$ cat src/rtl/xtea.sv
// XTEA engine: two 64-bit blocks in parallel, one full cycle per clock.
// start/ready handshake, 32 cycles per encrypt or decrypt operation.
module xtea #(
  parameter int          ROUNDS = 32,
  parameter logic [31:0] DELTA  = 32'h9E3779B9
) (
  input  logic         clock,
  input  logic         reset,
  input  logic         start,
  input  logic         enc_dec,
  input  logic [127:0] data_in,
  input  logic [127:0] key,
  output logic         busy,
  output logic         ready,
  output logic [127:0] data_out
);

  localparam int CW = $clog2(ROUNDS + 1);
  localparam logic [31:0] SUM_DEC = DELTA * 32'(ROUNDS);

  typedef enum logic [1:0] {
    IDLE = 2'd0,
    RUN  = 2'd1,
    DONE = 2'd2
  } state_t;

  state_t state_q, state_d;

  logic [CW-1:0] cnt_q;
  logic [31:0]   sum_q;
  logic [31:0]   sum_nx;
  logic [127:0]  key_q;
  logic          enc_q;
  logic [127:0]  blk_q;
  logic [127:0]  dout_q;
  logic [127:0]  rnd;
  logic          last;

  function automatic logic [31:0] mix(
    input logic [31:0] v
  );
    return ((v << 4) ^ (v >> 5)) + v;
  endfunction

  function automatic logic [31:0] ksel(
    input logic [127:0] k,
    input logic [1:0]   i
  );
    logic [31:0] r;
    unique case (i)
      2'd0:    r = k[127:96];
      2'd1:    r = k[95:64];
      2'd2:    r = k[63:32];
      default: r = k[31:0];
    endcase
    return r;
  endfunction

  // One full XTEA cycle on a {v0, v1} block.
  function automatic logic [63:0] xround(
    input logic         enc,
    input logic [63:0]  blk,
    input logic [31:0]  sum,
    input logic [127:0] k
  );
    logic [31:0] v0, v1, s1;
    v0 = blk[63:32];
    v1 = blk[31:0];
    if (enc) begin
      s1 = sum + DELTA;
      v0 = v0 + (mix(v1) ^ (sum + ksel(k, sum[1:0])));
      v1 = v1 + (mix(v0) ^ (s1 + ksel(k, s1[12:11])));
    end else begin
      s1 = sum - DELTA;
      v1 = v1 - (mix(v0) ^ (sum + ksel(k, sum[12:11])));
      v0 = v0 - (mix(v1) ^ (s1 + ksel(k, s1[1:0])));
    end
    return {v0, v1};
  endfunction

  assign rnd = {
    xround(enc_q, blk_q[127:64], sum_q, key_q),
    xround(enc_q, blk_q[63:0], sum_q, key_q)
  };

  assign sum_nx = enc_q ? (sum_q + DELTA)
                        : (sum_q - DELTA);

  assign last = (cnt_q == CW'(ROUNDS - 1));

  always_comb begin
    state_d = state_q;
    busy    = 1'b0;
    ready   = 1'b0;
    unique case (state_q)
      IDLE: begin
        if (start) state_d = RUN;
      end
      RUN: begin
        busy = 1'b1;
        if (last) state_d = DONE;
      end
      DONE: begin
        ready   = 1'b1;
        state_d = IDLE;
      end
      default: state_d = IDLE;
    endcase
  end

  always_ff @(posedge clock) begin
    if (reset) begin
      state_q <= IDLE;
      cnt_q   <= '0;
      sum_q   <= '0;
      key_q   <= '0;
      enc_q   <= 1'b0;
      blk_q   <= '0;
      dout_q  <= '0;
    end else begin
      state_q <= state_d;
      unique case (state_q)
        IDLE: begin
          if (start) begin
            blk_q <= data_in;
            key_q <= key;
            enc_q <= enc_dec;
            cnt_q <= '0;
            sum_q <= enc_dec ? 32'h0 : SUM_DEC;
          end
        end
        RUN: begin
          blk_q <= rnd;
          sum_q <= sum_nx;
          cnt_q <= cnt_q + CW'(1);
          if (last) dout_q <= rnd;
        end
        default: ;
      endcase
    end
  end

  assign data_out = dout_q;

endmodule

$ cat config.mk
export PLATFORM = sky130hd
export DESIGN_NAME = xtea
export DESIGN_NICKNAME = d
export VERILOG_FILES = /design/src/rtl/xtea.sv
export SDC_FILE = /design/constraint.sdc
export NUM_CORES = 2
export LEC_CHECK = 0
export CAP_MARGIN = 15
export CORE_ASPECT_RATIO = 0.9
export CORE_UTILIZATION = 55
export DETAILED_ROUTE_END_ITERATION = 12
export HOLD_SLACK_MARGIN = 0.05
export PLACE_DENSITY = 0.75
export SYNTH_ARGS = -nofsm -noshare
export SYNTH_HDL_FRONTEND = slang
export SYNTH_SLANG_ARGS = --single-unit
$ cat constraint.sdc
create_clock -name clock -period 11.1 [get_ports clock]
set_input_delay 2.22 -clock clock [delete_from_list [all_inputs] [get_ports clock]]
set_output_delay 2.22 -clock clock [all_outputs]
set_load 0.02 [all_outputs]
== Word-level counts from Yosys, hierarchy flattened ==
Cells that the tools add are included.
Storage, ports and cells
  bits in registers: 425
  input port bits: 260
  logic and storage cells: 94
Operators by class
  add/subtract/negate cells: 23
  equality and inequality tests: 13
  mux-type cells: 25
  bitwise gates (word level): 16
  reductions and logical operators: 10
Operators by type and width (number)
  adder 32 bit: 16
  one-hot mux 32 bit (3 select lines): 4
  two-way mux 32 bit: 11
  one-hot mux 128 bit (2 select lines): 1
  bitwise XOR 32 x 27 -> 32 bit: 8
  bitwise XOR 32 bit: 8
  two-way mux 128 bit: 1
  subtractor 32 bit: 4
  one-hot mux 32 bit (2 select lines): 1
  adder 32 bit (second input constant): 1
  subtractor 32 bit (second input constant): 1
  one-hot mux 6 bit (2 select lines): 1
  equality test 2 x 1 -> 1 bit (second input constant): 5
  equality test 2 bit (second input constant): 5
  zero test 2 bit: 5
  AND reduction 2 bit: 4
  adder 6 x 1 -> 6 bit (second input constant): 1
  equality test 6 x 5 -> 1 bit (second input constant): 1
  two-way mux 6 bit: 1
  two-way mux 2 bit: 2
  inequality test 2 bit (second input constant): 2
  one-hot mux 2 bit (2 select lines): 1
  two-way mux 1 bit: 2
  nonzero test 2 bit: 1

== Logic depth before layout (Yosys ltp) ==
  depth after elaboration: 12
  depth in mapped cells: 55
  mapped depth without buffers: 52

== Worst setup path after synthesis ==
No wires, ideal clock.
  path kind: register -> register
  start: register sum_q[11]
  end: register blk_q[123]
  library setup time: 0.070 ns
  data arrival time: 10.111 ns
  required time: 11.030 ns
  slack: 0.918 ns
  stages on the path, launching flop included: 52
  path buffers: 4
  period minus slack after synthesis: 10.182 ns
  cell sequence: dfxtp_1 -> buf_2 -> buf_1 -> clkbuf_1 -> buf_1 -> mux4_2 -> ha_1 -> inv_1 -> fa_1 -> nor2b_1 -> o21ai_0 -> a21boi_0 -> o21a_1 -> o21ai_0 -> a21o_1 -> a21oi_1 -> xnor2_1 -> xnor2_1 -> [16 not listed] -> a21o_1 -> a21o_1 -> xor2_1 -> xnor2_1 -> ha_1 -> a21oi_1 -> nor2b_1 -> o21ai_0 -> nand2b_1 -> or4_1 -> a211oi_1 -> nor3_1 -> a21o_1 -> a21o_1 -> a21oi_1 -> xnor2_1 -> nand2_1 -> a21oi_1
On the way
  word-level cells in the longest chain between the ends: 12
  elaborated cells between the ends (all ways): 19
RTL lines
  start, declared: RTL line 30  | logic [31:0] sum_q;
  start signal, assigned: RTL line 129  | sum_q <= enc_dec ? 32'h0 : SUM_DEC;
  start signal, assigned: RTL line 134  | sum_q <= sum_nx;
  equality test 2 bit (tied with other cells): RTL line 50  | unique case (i)
  one-hot mux 32 bit (3 select lines): RTL line 50
  two-way mux 32 bit: RTL line 69  | if (enc) begin
  adder 32 bit: RTL line 75  | v1 = v1 - (mix(v0) ^ (sum + ksel(k, sum[12:11])));
  bitwise XOR 32 bit: RTL line 75
  subtractor 32 bit: RTL line 75
  bitwise XOR 32 x 27 -> 32 bit: RTL line 42  | return ((v << 4) ^ (v >> 5)) + v;
  adder 32 bit: RTL line 42
  bitwise XOR 32 bit: RTL line 76  | v0 = v0 - (mix(v1) ^ (s1 + ksel(k, s1[1:0])));
  subtractor 32 bit: RTL line 76
  two-way mux 32 bit (*): RTL line 69
  one-hot mux 128 bit (2 select lines) (*): RTL line 122  | unique case (state_q)
  end signal, assigned: RTL line 125  | blk_q <= data_in;
  end signal, assigned: RTL line 133  | blk_q <= rnd;
  end, declared: RTL line 34  | logic [127:0] blk_q;
Mark *: on every way between the ends. The rest lies on a longest branch, timed or not. The select of a mux whose other input is x is not followed.
A chain may end at the register's enable or synchronous reset.

== Worst setup path after layout ==
  start: register sum_q[1]
  end: register dout_q[31] (netlist: data_out[31])
On the way
  word-level cells in the longest chain between the ends: 11
  elaborated cells between the ends (all ways): 23
RTL lines
  equality test 2 bit (tied with other cells): RTL line 50
  one-hot mux 32 bit (3 select lines): RTL line 50
  two-way mux 32 bit: RTL line 69
  adder 32 bit: RTL line 71  | v0 = v0 + (mix(v1) ^ (sum + ksel(k, sum[1:0])));
  bitwise XOR 32 bit: RTL line 71
  adder 32 bit: RTL line 71
  bitwise XOR 32 x 27 -> 32 bit: RTL line 42
  adder 32 bit: RTL line 42
  bitwise XOR 32 bit: RTL line 72  | v1 = v1 + (mix(v0) ^ (s1 + ksel(k, s1[12:11])));
  adder 32 bit: RTL line 72
  two-way mux 32 bit (*): RTL line 69
  end signal, assigned: RTL line 136  | if (last) dout_q <= rnd;
  end, declared: RTL line 35  | logic [127:0] dout_q;
Marked as above.

==> impl_summary.log <==
[metrics] violation count after the first detailed-route iteration: 6742
[metrics] worst reg2reg setup slack: 0.47 ns
[metrics] aggregate global-route resource usage: 43.5%
[metrics] syn_nets: 7918
[metrics] DRC violations left: 1
[metrics] maximum number of pins on one net before global-route repair: 171
[metrics] sequential cell area in the final layout: 8520 µm²
[metrics] top post-synthesis cells by area: dfxtp_1 (16%), ha_1 (15%), xnor2_1 (10%)
[metrics] clock period minus worst slack: 10.63 ns
[metrics] number of cell rows: 109
[metrics] critical path startpoint category: flip-flop
[metrics] share of Yosys cell area claimed by the top area cell type: between 15 and 20%
[metrics] Arr. time, crit path: 11.22 ns
[metrics] count of cell types in the netlist: 108
[metrics] YS warnings: 0
[metrics] die width: approximately 330 µm
[metrics] count of flip-flops with a built-in enable after synthesis: 0
[metrics] vias per std cell: 6.57
[metrics] dpl hpwl: 184 mm
[metrics] fraction of final layout cells sized beyond drive strength 1: under 10%
[metrics] Setup TNS Final: 0 ns
[metrics] max-capacitance violation count: 0
[metrics] dominant synthesized flop cell: dfxtp_1
[metrics] count of buffers inserted at the top-level ports: 389
[metrics] outcome: complete, but fails checks
[metrics] Worst path max stage delay: 0.44 ns
[metrics] Setup-failing EPs final: 0
[metrics] deepest clock path buffer count: 3
[metrics] Final Slew Violations: 0
[metrics] number of synthesized register bits: ~430
[metrics] sequential share of the synthesized area: around 16%
[metrics] class of the tightest hold or removal check: reg2reg
[metrics] total via count in the routed design: 57500
[metrics] proportion of synthesized flip-flops having asynchronous set or reset: 0%
[metrics] antenna violations before repair: 8
[metrics] WL/cell: 26.0 µm
[metrics] total global routing overflow: 0
[metrics] category of the critical setup timing path: reg2reg
[metrics] DIE HEIGHT: 300 µm
[metrics] number of antenna-violating nets in the routed design: 0
[metrics] transition time at the pin with the least slew margin: 1.31 ns
[metrics] Layout area overhead: 15.7%
[metrics] Hold Violations, Final: 0
[metrics] global-route wire length before repair: between 300 and 400 mm
[metrics] area of the multi-input gates: 44200 µm²
[metrics] detailed-routing iteration count for the pre-antenna-repair pass: 13
[metrics] fill cell count: 8693
[metrics] routability cong.: 1.05
[metrics] clock transition time at the flip-flop clock pins of the worst setup and hold paths: 0.06 ns
[metrics] effective utilization at floorplan: 55.5%
[metrics] CTS sink cnt: around 430
[metrics] Highest Clock Rate: 94.1 MHz
[metrics] TritonCTS clock tree: yes
[metrics] buffers plus inverters on the worst setup path: 3
[metrics] largest delay contributor family on the critical path: compound AO/OA/AOI/OAI gates
[metrics] number of H-tree levels: 2
[metrics] Gate Count Post-Synth: ~7000
[metrics] violations in the final reports: design-rule violations
[metrics] Avg Cell Area, Syn: 7.79 µm²
[metrics] largest fanout on the critical path: 11
[metrics] post-detailed-routing wire length: 228 mm
[metrics] required time of the critical path: 11.69 ns
[metrics] source-to-sink clock delay at the later pin of the worst-skew pair: 0.66 ns
[metrics] final net count: 8363
[metrics] top cells by instance count after synthesis: a21oi_1 (805), nand2_1 (688), ha_1 (651), xnor2_1 (636), nor2_1 (533)
[metrics] share of the core filled with cells: 64.2%
[metrics] Max transition margin: ~12%
[metrics] io pins: 390
[metrics] vias in the first global route: 53700
[metrics] Fin Clk Skew: 0.0268 ns
[metrics] area of the die: 100000 µm²
[metrics] CTS Root Buffer Type: clkbuf_16
[metrics] cell type of the slowest stage on the worst timing path: dfxtp_4
[metrics] type of element capturing the critical path: flip-flop
[metrics] largest area contributor in the netlist: dfxtp_1
[metrics] most frequently used cell type in the post-synthesis netlist: a21oi_1
[metrics] number of buffers added by the clock tree synthesis step: 50
[metrics] CORE AREA: just under 100000 µm²
[metrics] Synth Cell Area: ~54000 µm²
[metrics] final clock period utilization by the worst path: 95.8%
==> area by class of cell <==
class	instances	share of cell area [%]
Antenna cell	3	0.0119
Clock buffer	65	2.24
Clock inverter	26	0.447
Inverter	243	1.48
Multi-Input combinational cell	6043	70.1
Sequential cell	425	13.5
Tap cell	1276	2.54
Timing Repair Buffer	669	9.63
==> cells by family after synthesis <==
family / count (synthesis) / synth area share, %
buffers and inverters: 519 / 3.66
DFF: 425 / 15.6
adders and majority gates: 671 / 15.7
xor gates and xnor gates: 1040 / 17.2
and+or+nand+nor: 1810 / 14.9
muxes: 202 / 5.26
AOI/OAI and AO/OA: 2320 / 27.6
==> sequential cells by signal, indices dropped and copies added, names as in the netlist <==
name	count
blk_q	128
data_out	128
key_q	128
sum_q	32
cnt_q	6
state_q	2
enc_q	1
==> metrics by stage <==
stage / hold slack (ns) / cell area [µm²] / setup WS [ns] / cells
final: 0.449 / 63000 / 0.468 / 8750
after global routing: 0.477 / 63000 / -0.0186 / 8750
after CTS: 0.451 / 62700 / 0.0840 / 8740
after detailed placement: 0.445 / 61000 / 0.0702 / 8649
after global placement: 0.438 / 61000 / 0.139 / 8649
after floorplan: 0.444 / 54400 / 0.918 / 6987
==> worst register-to-register path, delay by kind of cell, from the launching register on <==
kind,cells,cell delay [ns]
and+or+nand+nor,4,0.82
adders and majority gates,6,1.83
muxes,1,0.15
buffers and inverters,3,0.45
AOI/OAI and AO/OA,27,4.98
xor gates and xnor gates,9,1.91
DFF,1,0.44
==> placed cells by master (no fill, tap or decap), types with 103 or more instances in the layout <==
cell type        instances
a211oi_1               124
a21o_1                 316
a21oi_1                799
buf_4                  273
clkdlybuf4s50_1        388
dfxtp_1                421
ha_1                   647
inv_1                  238
mux2i_1                116
nand2_1                686
nand3_1                103
nor2_1                 531
o21ai_0                345
xnor2_1                627
xor2_1                 383
==> worst paths after layout <==
| kind | start | to | depth (start not counted) |
|---|---|---|---|
| min reg2reg | data_out[116] | data_out[116] | 2 |
| max reg2reg | sum_q[1] | data_out[31] | 50 |
| max | sum_q[1] | data_out[31] | 50 |
| min | data_out[116] | data_out[116] | 2 |
==> per-layer routing <==
metal	GRT usage (%)	wire length, µm	part of all wire [%]
met5	0	45	0.020
met1	57.3	91700	40
met3	10.0	27700	12
met2	66.7	95600	42
met4	21.5	12600	5.6
==> what timing repair did <==
action / 4_1_cts / 5_1_grt
pin swaps: 0 / 7
hold buffers: 0 / 0
setup buffers: 0 / 6
setup endpoints to repair: 1 / 37
gates resized for setup: 1 / 37
Power is not shown: default switching activity piles up to over one toggle a cycle in this logic, so the estimate is an artifact.
